<file path="src/rtl/ibuf_sync_filt.sv">
// Purpose: synchronize a shared tri-state pad level and glitch-filter it while the local driver is released.
// Latency: SYNC_STAGES flops plus FILTER_LEN agreeing samples; O changes k+1+FILTER_LEN edges after I settles (SYNC_STAGES=2).
// Backpressure: none; free-running sampler, VALID marks when O tracks the line (state LISTEN).
module ibuf_sync_filt #(
  parameter int SYNC_STAGES = 2,   // 2..4
  parameter int FILTER_LEN  = 4,   // 1..255
  parameter int TURN_CYCLES = 3    // 1..255
) (
  input  logic C,
  input  logic R,
  input  logic I,
  input  logic T,
  output logic O,
  output logic RISE,
  output logic FALL,
  output logic VALID
);

  typedef enum logic [1:0] {
    DRIVE  = 2'd0,
    TURN   = 2'd1,
    LISTEN = 2'd2
  } state_t;

  localparam logic [7:0] TURN_LAST = 8'(TURN_CYCLES - 1);
  localparam logic [7:0] FILT_LAST = 8'(FILTER_LEN - 1);

  state_t                 state_q, state_d;
  logic [SYNC_STAGES-1:0] sync_q;
  logic                   s;
  logic [7:0]             turn_cnt_q, turn_cnt_d;
  logic [7:0]             filt_cnt_q, filt_cnt_d;
  logic                   o_q, o_d;
  logic                   rise_q, rise_d;
  logic                   fall_q, fall_d;

  // Plain shift chain: no logic between stages, keeps sampling in every state.
  always_ff @(posedge C) begin
    if (R) begin
      sync_q <= '0;
    end else begin
      sync_q <= {sync_q[SYNC_STAGES-2:0], I};
    end
  end

  assign s = sync_q[SYNC_STAGES-1];

  // State, counters, filtered level and edge pulses.
  always_ff @(posedge C) begin
    if (R) begin
      state_q    <= DRIVE;
      turn_cnt_q <= '0;
      filt_cnt_q <= '0;
      o_q        <= 1'b0;
      rise_q     <= 1'b0;
      fall_q     <= 1'b0;
    end else begin
      state_q    <= state_d;
      turn_cnt_q <= turn_cnt_d;
      filt_cnt_q <= filt_cnt_d;
      o_q        <= o_d;
      rise_q     <= rise_d;
      fall_q     <= fall_d;
    end
  end

  // Next state: T=0 always wins, so a filter that would fire this cycle is suppressed.
  always_comb begin
    state_d    = state_q;
    turn_cnt_d = turn_cnt_q;
    filt_cnt_d = '0;
    o_d        = o_q;
    rise_d     = 1'b0;
    fall_d     = 1'b0;
    case (state_q)
      DRIVE: begin
        turn_cnt_d = '0;
        if (T) begin
          state_d = TURN;
        end
      end
      TURN: begin
        if (!T) begin
          state_d    = DRIVE;
          turn_cnt_d = '0;
        end else if (turn_cnt_q == TURN_LAST) begin
          state_d    = LISTEN;
          turn_cnt_d = '0;
        end else begin
          turn_cnt_d = turn_cnt_q + 8'd1;
        end
      end
      LISTEN: begin
        if (!T) begin
          state_d = DRIVE;
        end else if (s != o_q) begin
          if (filt_cnt_q == FILT_LAST) begin
            o_d    = s;
            rise_d = s;
            fall_d = ~s;
          end else begin
            filt_cnt_d = filt_cnt_q + 8'd1;
          end
        end
      end
      default: begin
        state_d    = DRIVE;
        turn_cnt_d = '0;
      end
    endcase
  end

  assign O     = o_q;
  assign RISE  = rise_q;
  assign FALL  = fall_q;
  assign VALID = (state_q == LISTEN);

endmodule

</file>
<file path="config.mk">
export PLATFORM = sky130hd
export DESIGN_NAME = ibuf_sync_filt
export DESIGN_NICKNAME = d
export VERILOG_FILES = /design/src/rtl/ibuf_sync_filt.sv
export SDC_FILE = /design/constraint.sdc
export NUM_CORES = 1
export LEC_CHECK = 0
export ABC_AREA = 1
export CAP_MARGIN = 20
export CORE_MARGIN = 2
export CORE_UTILIZATION = 45
export DETAILED_ROUTE_END_ITERATION = 10
export MAX_ROUTING_LAYER = met4
export SLEW_MARGIN = 30
export SYNTH_ARGS = -nofsm -noshare
export SYNTH_HDL_FRONTEND = slang
export SYNTH_SLANG_ARGS = --single-unit
</file>
<file path="constraint.sdc">
create_clock -name C -period 1.5 [get_ports C]
set_input_delay 0.15 -clock C [delete_from_list [all_inputs] [get_ports C]]
set_output_delay 0.15 -clock C [all_outputs]
set_load 0.01 [all_outputs]
</file>
### Word-level counts from Yosys, hierarchy flattened

Cells that the tools add are included.

* output and inout bits: 4
* bits in registers: 23

* reduce and logical (&&, ||, !) cells: 5
* equal/unequal tests: 8
* $add $sub $neg: 2
* mux-type cells: 8
* bitwise operators: 5

Operators by type and width (count)
* adder 8 x 1 -> 8 bit, second input constant: 2
* equality test 8 x 2 -> 1 bit, second input constant: 2
* 2-to-1 mux 8 bit: 2
* one-hot mux 8 bit (2 select lines): 1
* OR reduction 5 bit: 2
* 2-to-1 mux 2 bit: 4
* one-hot mux 2 bit (3 select lines): 1
* NOT 1 bit: 5
* != test 2 bit, second input constant: 2
* AND reduction 4 bit: 1
* != test 3 bit, second input constant: 1
* AND reduction 3 bit: 1
* equality test 2 x 1 -> 1 bit, second input constant: 1
* equality test 2 bit, second input constant: 1
* zero test 2 bit: 1
* != test 1 bit: 1

### Depth between registers and ports, before layout

Gate-level depths: netlist (run 1).

* word-level depth: 4
* depth in mapped cells: 9

### Worst setup path before layout (run 1)

OpenSTA, ideal clock, no wires.

* path kind: reg-to-reg
* from: register turn_cnt_q[0]
* to: register turn_cnt_q[6]
* data arrival time: 1029 ps
* library setup time: 121 ps
* required time: 1379 ps
* cell stages (with the launch flop): 10
* period minus slack after synthesis: 1150 ps
* buffers on the path: 0
* setup slack: 350 ps
* cell sequence: dfxtp_1 > inv_1 > ha_1 > nand2_1 > nor2_1 > nand2_1 > nand2_1 > nand2_1 > nand2_1 > nor2_1

* longest elaborated chain between the ends: 4
* elaborated cells on any way between the ends: 5
* classes of those cells: 1 x add/sub; 1 x eq/ne; 3 x mux

RTL lines
* from (decl): line 31 `logic [7:0] turn_cnt_q, turn_cnt_d;`
* from (signal assigned): line 59 `turn_cnt_q <= turn_cnt_d;`
* adder 8 x 1 -> 8 bit / equality test 8 x 2 -> 1 bit (equally long branches): line 90, 86
* 2-to-1 mux 8 bit *: line 86 `end else if (turn_cnt_q == TURN_LAST) begin`
* 2-to-1 mux 8 bit *: line 83 `if (!T) begin`
* one-hot mux 8 bit (2 select lines) *: line 75 `case (state_q)`

Every way passes the cells marked *; elsewhere a longest branch is shown, timed or not.
A chain may end at the register's enable or synchronous reset.

### Final worst setup path (run 1)

* from: register o_q (netlist: O)
* to: output O

RTL lines
* from (decl): line 33 `logic o_q, o_d;`
* from (signal assigned): line 54 `o_q <= 1'b0;`
* from (signal assigned): line 61 `o_q <= o_d;`
* to (decl): line 13 `output logic O,`

No word-level cell between the ends.

==> summary.md, run 1 <==
| Metric | Value |
|---|---|
| Status | completed |
| Largest buffer count on any clock path | 2 |
| Worst path max stage delay | between 500 and 600 ps |
| Sw frac | 0.208 |
| WP buf/inv | 1 |
| Switching power total | about 190 uW |
| First-pass GRT wire length | 2960 um |
| Top-count cell post-synth | nand2_1 |
| Overall die width | 52.5 um |
| Total GRT Usage | 0.150 |
| Worst slew pin tran | 348 ps |
| Synth cell count leaders | 36 x nand2_1, 30 x nor2_1, 23 x dfxtp_1, 23 x inv_1, 11 x nand3_1 |
| Clock slew at reported path FFs | 120 ps |
| IO Count | 8 |
| Floorplan core area | 2210 um^2 |
| Total of max-cap violations | 0 |
| VDD IR-drop max | 714 uV |
| Post-Syn Area | ~1100 um^2 |
| Req. time, crit path | 1350 ps |
| Worst Setup Slack, final | around 110 ps |
| Slew HR | 0.768 |
| Port buffer count | 7 |
| Final clock skew | roughly 4.2 ps |
| Post-synth EDFFs | 0 |
| Nets | around 170 |
| Pre-CTS setup slack | between 100 and 150 ps |
| Flops & latches, synth | 23 |
| CTS tree | built |
| Worst Path Class, Setup | reg2out |
| ANT nets after route | 0 |
| Clock Power Share | 0.295 |
| Total CTS buffers | 3 |
| Yosys cell types | 17 |
| Diodes inserted | 0 |
| Fin crit period | 1390 ps |
| Syn avg cell area | 7.10 um^2 |
| Wirelength, routed | ~1800 um |
| Cells after synthesis | 149 |
| Synth Area in Adders | 0.0355 |
| Routability Congestion | 0.750 |
| Residual DRC | 0 |
| Pins Over Slew Limit | 0 |
| FILL cells | 234 |
| Nature of the critical path endpoint | primary output |
| Simple-Gate Fraction of Synth Area | 0.353 |
| Prevailing post-synth register cell | dfxtp_1 |
| Synth Area in Compound Gates | 0.0414 |
| H-tree lvl count | 1 |
| Die H | 52.5 um |
| Largest family of logic cells by synthesized area | simple AND/OR/NAND/NOR gates |
| Slowest stage cell, crit path | clkdlybuf4s50_1 |
| Via count | 884 |
| CP Cell Sequence | clkdlybuf4s50_1 |
| Combinational Power Share | 0.029 |
| Ys async rst share | 0 |
| Synth Area in XOR/XNOR | 0.0496 |
| Critical path arrival | around 1200 ps |
| Drt wl/cell | 9.40 um |
| CTS sink count | 23 |
| Yosys top cell area share | 0.435 |
| Setup repair after global routing missed its margin | no |
| FP Rows | 17 |
| GR Overflow Total | 0 |
| Period utilisation layout | 0.929 |
| Initial drt markers | 9 |
| Share of post-route cells with drive strength above 1 | 0.0625 |
| Sequential share of the synthesized area | 0.435 |
| DP HPWL | 1380 um |
| Pint | 727 uW |
| Post-CTS Repair Setup Buffers | 0 |
| Clk Latency, worst-skew pair | 300 ps |
| Reg power frac | 0.675 |
| Synth warn | 0 |
| Vias per std cell | 4.70 |
| Crit path launch type | register |
| Die area | around 2800 um^2 |
| Hold Crit Class | in2reg |
| Synth top area cells | dfxtp_1 43%, nand2_1 13%, nor2_1 11% |
| Syn nets | ~160 |
| Pwr per Cell Area | ~770 nW/um^2 |
| Largest net degree at the start of global routing | 14 |
| Area growth syn-to-layout | 12.5% |
| Root buf cell | clkbuf_4 |
| Max Freq | 0.718 GHz |
| Initial antenna violation count | 0 |
| Final setup TNS | 0 ps |
| Cell taking the most area after synthesis | dfxtp_1 |
| Pleak | 0.000521 uW |
| Drt first pass iters | 4 |
| Finish-stage setup viols | 0 |
| Number of global-route vias before repair | 750 |
| Post-synthesis mux area share | 0 |
| CP top delay family | buffers and inverters |
| Count of final hold-check violations | 0 |
| Initial core utilization | 0.479 |
| Max FO, Critical Path | 3 |
## final timing paths
check	endpoint	start	slack, ps	cells after the start
setup / recovery	O	O	110	1
hold / removal	sync_q[0]	I	360	3
setup reg to reg	turn_cnt_q[6]	turn_cnt_q[0]	170	9
hold reg to reg	sync_q[1]	sync_q[0]	410	2
## power groups by stage
stage | sequential (uW) | clock, uW | combinational [uW]
2_1_floorplan | 633 | 0 | 12.8
3_3_place_gp | 633 | 0 | 26.2
3_5_place_dp | 634 | 0 | 26.9
4_1_cts | 620 | 289 | 27.0
5_1_grt | 621 | 310 | 31.2
6_report | 620 | 271 | 26.9
## state kept, by name (all words and copies together), names as in the netlist
| name | count |
|---|---|
| filt_cnt_q | 8 |
| state_q | 2 |
| O | 1 |
| RISE | 1 |
| turn_cnt_q | 8 |
| FALL | 1 |
| sync_q | 2 |
## through the flow
step / hold WS [ps] / cell area, um^2 / instances / total power [uW] / utilization
2_1_floorplan: 219 / 1060 / 149 / 645 / -
3_3_place_gp: 398 / 1160 / 184 / 660 / 0.526
3_5_place_dp: 397 / 1160 / 184 / 660 / 0.526
4_1_cts: 345 / 1190 / 188 / 936 / 0.538
5_1_grt: 383 / 1190 / 188 / 962 / 0.538
6_report: 359 / 1190 / 188 / 918 / 0.538
## area by class of cell
cell class,count,area (um^2),area share
Tap cell,28,35.0,0.0294
Sequential cell,23,462,0.388
Clock inverter,1,5.00,0.00420
Inverter,24,90.1,0.0756
Clock buffer,3,22.5,0.0189
Multi-Input combinational cell,102,508,0.426
Timing Repair Buffer,7,68.8,0.0578
## worst register-to-register path, delay by kind of cell, from the launching register on
kind	cells	cell delay, ps
DFF	1	360
buffers and inverters	1	100
and+or+nand+nor	7	630
adders and majority gates	1	150
## per-layer routing
| metal | GRT usage | vias to the layer above | part of all wire |
|---|---|---|---|
| met5 | - | - | 0 |
| met4 | 0.0769 | 0 | 0.0096 |
| met3 | 0.0257 | 2 | 0.015 |
| met2 | 0.248 | 5 | 0.51 |
| met1 | 0.174 | 397 | 0.47 |
| li1 | - | 480 | - |
## kinds of logic (layout without fill, tap and decap cells)
kind of cell | Yosys count | count (layout)
simple gates | 85 | 85
buf+inv | 24 | 35
flops | 23 | 23
xor+xnor | 6 | 6
compound gates | 8 | 8
fa+ha+maj | 3 | 3
## cells in the final DEF, fill, tap and decap left out
cell type	count
a21oi_1	4
nor2_1	30
dfxtp_2	1
ha_1	3
nor3_4	1
dfxtp_1	22
nand2_4	1
dlygate4sd2_1	1
xor2_1	4
clkbuf_4	3
inv_1	23
clkdlybuf4s50_1	6
nand4_1	4
clkinv_2	1
nor2_4	1
nand3_1	11
inv_2	1
o21ai_0	3
nand3b_1	1
nand2_1	36
xnor2_1	2
o21ai_2	1
## repair_timing
action | CTS | global route
hold buffers | 0 | 0
hold endpoints to repair | 0 | 0
setup endpoints to repair | 1 | 0
resized for setup | 2 | 0
Power figures use the tool's default switching activity.
==> run 2, diff against run 1 <==
--- a/config.mk
+++ b/config.mk
@@ -10,6 +10,7 @@
 export CORE_MARGIN = 2
 export CORE_UTILIZATION = 45
 export DETAILED_ROUTE_END_ITERATION = 10
+export DONT_BUFFER_PORTS = 1
 export MAX_ROUTING_LAYER = met4
 export SLEW_MARGIN = 30
 export SYNTH_ARGS = -nofsm -noshare
==> summary.md, run 2 (same netlist as run 1, synthesis figures left out) <==
| Metric | Value |
|---|---|
| Final setup TNS | 0 ps (unchanged) |
| FP Rows | 17 (unchanged) |
| ANT nets after route | 0 (unchanged) |
| Worst slew pin tran | 379 ps (+31.5 ps) |
| Finish-stage setup viols | 0 (unchanged) |
| R2R setup slack | 150 ps (-20 ps) |
| IO Count | 8 (unchanged) |
| Die H | 52.5 um (unchanged) |
| Max Freq | 0.739 GHz (+2.9%) |
| First-pass GRT wire length | 3110 um (+4.9%) |
| VDD IR-drop max | 476 uV (-33%) |
| Pre-CTS setup slack | 182 ps (+74.9 ps) |
| Count of final hold-check violations | 0 (unchanged) |
| Total GRT Usage | 0.156 (+0.00588) |
| Nature of the critical path endpoint | register |
| Floorplan core area | 2210 um^2 (unchanged) |
| Overall die width | 52.5 um (unchanged) |
| Residual DRC | 0 (unchanged) |
| Worst Setup Slack, final | 146 ps (+39.0 ps) |
| Vias per std cell | 4.74 (+0.90%) |
| Clk Latency, worst-skew pair | 310 ps (about the same) |
| Commonest non-fill, non-tap cell in the layout | nand2_1 |
| Clock slew at reported path FFs | 130 ps (about the same) |
| Drt wl/cell | 9.95 um (+5.8%) |
| Largest net degree at the start of global routing | 14 (unchanged) |
| Area growth syn-to-layout | 8.75% |
| Final clock skew | 8.06 ps (+3.85 ps) |
| Pleak | 0.000503 uW (-3.5%) |
| Via count | 873 (-1.2%) |
| Crit path launch type | register |
| Pins Over Slew Limit | 0 (unchanged) |
| Hold Crit Class | in2reg |
| CTS sink count | 23 (unchanged) |
| Drt first pass iters | 6 (+2) |
| Diodes inserted | 0 (unchanged) |
| H-tree lvl count | 1 (unchanged) |
| DP HPWL | 1380 um (about the same) |
| Pwr per Cell Area | 805 nW/um^2 (+4.4%) |
| Routability Congestion | 0.718 (-4.3%) |
| Root buf cell | clkbuf_4 |
| Critical path arrival | 1600 ps (+360 ps) |
| Req. time, crit path | 1740 ps (+390 ps) |
| Status | completed |
| Number of global-route vias before repair | 781 (+4.1%) |
| Largest buffer count on any clock path | 2 (unchanged) |
| Die area | 2760 um^2 (unchanged) |
| Slew HR | 0.747 (-0.0210) |
| Setup repair after global routing missed its margin | no |
| Commonest cells after routing, fill and taps aside | 36 x nand2_1, 30 x nor2_1, 23 x dfxtp_1, 23 x inv_1, 11 x nand3_1 |
| Share of post-route cells with drive strength above 1 | 0.0577 (-0.00481) |
| Wirelength, routed | 1830 um (+3.6%) |
| Total CTS buffers | 3 (unchanged) |
| Nets | 164 (-2.4%) |
| Initial drt markers | 21 (+12) |
| Post-CTS sizing | 0 (-2) |
| Total of max-cap violations | 0 (unchanged) |
| Largest regs | filt_cnt_q (8), turn_cnt_q (8) |
| Fin crit period | 1350 ps (-39.0 ps) |
| Initial antenna violation count | 0 (unchanged) |
| CTS tree | built |
| GR Overflow Total | 0 (unchanged) |
| Max FO, Critical Path | 4 (+1) |
| Worst Path Class, Setup | reg2reg |
| Initial core utilization | 0.479 (unchanged) |
| Port buffer count | 0 (-7) |
| Period utilisation layout | 0.903 (-0.0260) |
run 2: cell types whose count changed in the layout (fill, tap and decap cells not counted):
cell,before,now
clkdlybuf4s50_1,6,0
dlygate4sd3_1,0,3
dfxtp_1,22,23
dfxtp_2,1,0
dlygate4sd2_1,1,0
run 2: per-layer routing:
layer	GRT usage	part of all wire	vias to the layer above
met4	0.0641	0.0066	0
met5	-	0	-
li1	-	-	479
met3	0.0257	0.023	2
met1	0.179	0.48	384
met2	0.269	0.49	8
run 2: worst paths after layout:
kind	depth (start not counted)	endpoint	from
setup / recovery	7	turn_cnt_q[6]	turn_cnt_q[1]
setup reg to reg	7	turn_cnt_q[6]	turn_cnt_q[1]
hold reg to reg	2	sync_q[1]	sync_q[0]
hold / removal	3	state_q[0]	R
run 2: report_power, final:
part	leakage [uW]	switching [uW]	internal, uW
logic	0.000300	14.0	10.6
registers	0.000186	4.25	616
clock network	0.0000177	182	99.4
total	0.000503	201	726
run 2: layout make-up:
type	count	area, um^2
sequential	23	460
clock buffer	3	22.5
timing repair buffer	3	30.0
tap	28	35.0
clock inverter	1	5.00
multi-input combinational	102	508
fill	230	1060
inverter	24	90.1
run 2: worst max-delay path, cell delays in order, from the launching register on:
cell and delay, ps:
dfxtp_1 400, ha_1 170, inv_1 50, a21oi_1 310
nand4_1 130, nand2_1 80, nand2_1 60, nor2_1 90
run 2: repair_timing:
action / CTS / global route
hold endpoints to repair: 5 / 0
buffers inserted: 0 / 0
hold buffers: 3 / 0
run 2: through the flow:
stage	std cells	hold WS [ps]	power (uW)	instance area, um^2	utilization
after global placement	177	222	648	1090	0.494
after floorplan	149	219	645	1060	-
after CTS	184	8.53	946	1150	0.520
final	184	25.1	926	1150	0.520
after global routing	184	49.2	966	1150	0.520
after detailed placement	177	222	649	1090	0.494
==> run 3, diff against run 2 <==
--- a/config.mk
+++ b/config.mk
@@ -5,7 +5,6 @@
 export SDC_FILE = /design/constraint.sdc
 export NUM_CORES = 1
 export LEC_CHECK = 0
-export ABC_AREA = 1
 export CAP_MARGIN = 20
 export CORE_MARGIN = 2
 export CORE_UTILIZATION = 45
==> summary.md, run 3 <==
| Metric | Value |
|---|---|
| Finish-stage setup viols | 9 (+9) |
| First-pass GRT wire length | 3100 um (-0.23%) |
| Drt first pass iters | 5 (-1) |
| Pwr per Cell Area | 792 nW/um^2 (-1.5%) |
| Worst Setup Slack, final | -128 ps (-274 ps) |
| Worst Path Class, Setup | reg2reg |
| Total CTS buffers | 3 (unchanged) |
| Synth cell count leaders | 23 x dfxtp_1, 17 x nor2_1, 8 x xor2_1, 6 x nand3_1, 6 x xnor2_1 |
| Total of max-cap violations | 0 (unchanged) |
| Req. time, crit path | 1710 ps (-30 ps) |
| Nature of the critical path endpoint | register |
| DP HPWL | 1230 um (-11%) |
| Failing checks | negative setup slack |
| Max Freq | 0.614 GHz (-17%) |
| Number of global-route vias before repair | 727 (-6.9%) |
| CTS sink count | 23 (unchanged) |
| Syn avg cell area | 9.63 um^2 (+36%) |
| Combinational Power Share | 0.025 (-0.002) |
| CP Cell Sequence | inv_2, ha_4, or4b_4, o41ai_2, a21o_2, a211oi_1 |
| Reg power frac | 0.666 (-0.003) |
| Synth warn | 0 (unchanged) |
| WP buf/inv | 1 (unchanged) |
| Top-count cell post-synth | dfxtp_1 |
| Commonest non-fill, non-tap cell in the layout | dfxtp_1 |
| Reg area | 463 um^2 (+0.54%) |
| Syn nets | 107 (-31%) |
| FP Rows | 16 (-1) |
| Vias per std cell | 5.10 (+7.5%) |
| Slowest stage cell, crit path | or4b_4 |
| Pint | 734 uW (+1.1%) |
| Yosys cell types | 27 (+10) |
| Residual DRC | 0 (unchanged) |
| Final Util | 0.592 (+0.0712) |
| GR Overflow Total | 0 (unchanged) |
| FILL cells | 181 (-21%) |
| Synth top area cells | dfxtp_1 48%, xor2_1 7.3%, nor2_1 6.6% |
| Max FO, Critical Path | 8 (+4) |
| Pins Over Slew Limit | 0 (unchanged) |
| Period utilisation layout | 1.09 (+0.182) |
| IO Count | 8 (unchanged) |
| Die area | 2530 um^2 (-8.3%) |
| Count of final hold-check violations | 0 (unchanged) |
| Critical path arrival | 1840 ps (+240 ps) |
| Via count | 745 (-15%) |
| Flops & latches, synth | 23 (unchanged) |
| Largest buffer count on any clock path | 2 (unchanged) |
| Floorplan core area | 1980 um^2 (-10%) |
| ANT nets after route | 0 (unchanged) |
| CTS tree | built |
| Nets | 127 (-23%) |
| Largest regs | filt_cnt_q (8), turn_cnt_q (8) |
| CP top delay family | compound AO/OA/AOI/OAI gates |
| Initial drt markers | 15 (-29%) |
| Die H | 50.3 um (-4.2%) |
| Prevailing post-synth register cell | dfxtp_1 |
| Wirelength, routed | 1780 um (-3.1%) |
| Ys async rst share | 0 (unchanged) |
| Setup repair after global routing missed its margin | yes |
| Post-Syn Area | 963 um^2 (-9.0%) |
| Initial core utilization | 0.486 (+0.00760) |
| Diodes inserted | 0 (unchanged) |
| Largest net degree at the start of global routing | 13 (-1) |
| Clock Power Share | 0.309 (+0.005) |
| Cells after synthesis | 100 (-33%) |
| Crit path launch type | register |
| Slew HR | 0.801 (+0.0540) |
| Clk Latency, worst-skew pair | 310 ps (about the same) |
| Worst slew pin tran | 296 ps (-83.5 ps) |
| Share of post-route cells with drive strength above 1 | 0.235 (+0.178) |
| Overall die width | 50.3 um (-4.2%) |
| VDD IR-drop max | 545 uV (+14%) |
| Switching power total | 195 uW (-2.8%) |
| Fin crit period | 1630 ps (+274 ps) |
| Port buffer count | 0 (unchanged) |
| Commonest cells after routing, fill and taps aside | 21 x dfxtp_1, 17 x nor2_1, 15 x buf_4, 8 x xor2_1 |
| Total GRT Usage | 0.168 (+0.0125) |
| Yosys top cell area share | 0.478 (+0.0429) |
| Final clock skew | 1.48 ps (-6.58 ps) |
| Routability Congestion | 0.836 (+16%) |
| Sequential share of the synthesized area | 0.478 (+0.0429) |
| Clock slew at reported path FFs | 120 ps (about the same) |
| Sw frac | 0.210 (-0.00671) |
| Status | complete, but fails checks |
| Worst path max stage delay | 470 ps (+70 ps) |
| H-tree lvl count | 1 (unchanged) |
| Pleak | 0.000459 uW (-8.8%) |
| Post-synth EDFFs | 0 (unchanged) |
| Cell taking the most area after synthesis | dfxtp_1 |
| Drt wl/cell | 12.2 um (+22%) |
| Root buf cell | clkbuf_4 |
| Area of the multi-input gates | 509 um^2 (+0.25%) |
| Hold Crit Class | in2reg |
| Area growth syn-to-layout | 21.7% |
| Total power | 929 uW (+0.29%) |
| Initial antenna violation count | 0 (unchanged) |
-- run 3: what timing repair did --
| item | 4_1_cts | 5_1_grt |
|---|---|---|
| buffers inserted | 1 | 1 |
| setup endpoints to repair | 9 | 17 |
| resized for setup | 2 | 3 |
| hold buffers | 2 | 0 |
| pin swaps | 1 | 2 |
| endpoints found under the hold margin | 3 | 0 |
-- run 3: metal layers --
layer	track usage	wire (um)
met1	0.215	852
met2	0.239	792
met3	0.0446	80
met4	0.0972	50
met5	-	0
-- run 3: final cells by class --
cell class              instances  share of cell area
multi-input cells              73               0.434
clock buffers                   4              0.0224
repair buffers                 17               0.113
flip-flops and latches         23               0.395
well taps                      27              0.0288
inverters                       2             0.00640
-- run 3: per-stage QoR --
stage / setup TNS [ps] / setup WS [ps] / cells / cell area [um^2] / hold slack [ps]
after floorplan: -176 / -30.8 / 100 / 965 / 222
after global placement: -468 / -64.7 / 138 / 1090 / 224
after global routing: -1720 / -200 / 146 / 1170 / 13.7
after detailed placement: -1010 / -130 / 138 / 1090 / 224
final: -997 / -128 / 146 / 1170 / 29.2
after CTS: -1090 / -135 / 145 / 1150 / 3.68
-- run 3: worst paths after layout --
check	startpoint	endpoint	slack, ps	cells past startpoint
max	turn_cnt_q[0]	turn_cnt_q[1]	-130	6
min	T	state_q[1]	30	2
max reg2reg	turn_cnt_q[0]	turn_cnt_q[1]	-130	6
min reg2reg	sync_q[0]	sync_q[1]	460	1
-- run 3: power by group through the flow --
stage	registers (uW)	clock network (uW)	logic (uW)
2_1_floorplan	632	0	11.3
3_3_place_gp	633	0	15.1
3_5_place_dp	633	0	15.5
4_1_cts	619	298	21.9
5_1_grt	620	320	25.7
6_report	619	287	23.4
-- run 3: logic make-up (layout without fill, tap and decap cells) --
family	count (synthesis)	count (layout)	share of synthesized area
adders and majority gates	3	3	0.0390
xor gates and xnor gates	14	14	0.127
and+or+nand+nor	50	50	0.282
DFF	23	23	0.478
AOI/OAI and AO/OA	5	5	0.0467
muxes	1	1	0.0104
buffers and inverters	4	23	0.0169
-- run 3: worst register-to-register path: cells and delay by family (launching register included) --
family	cells	cell delay, ps
compound gates	3	510
fa+ha+maj	1	130
buf+inv	1	70
flops	1	340
simple gates	1	470
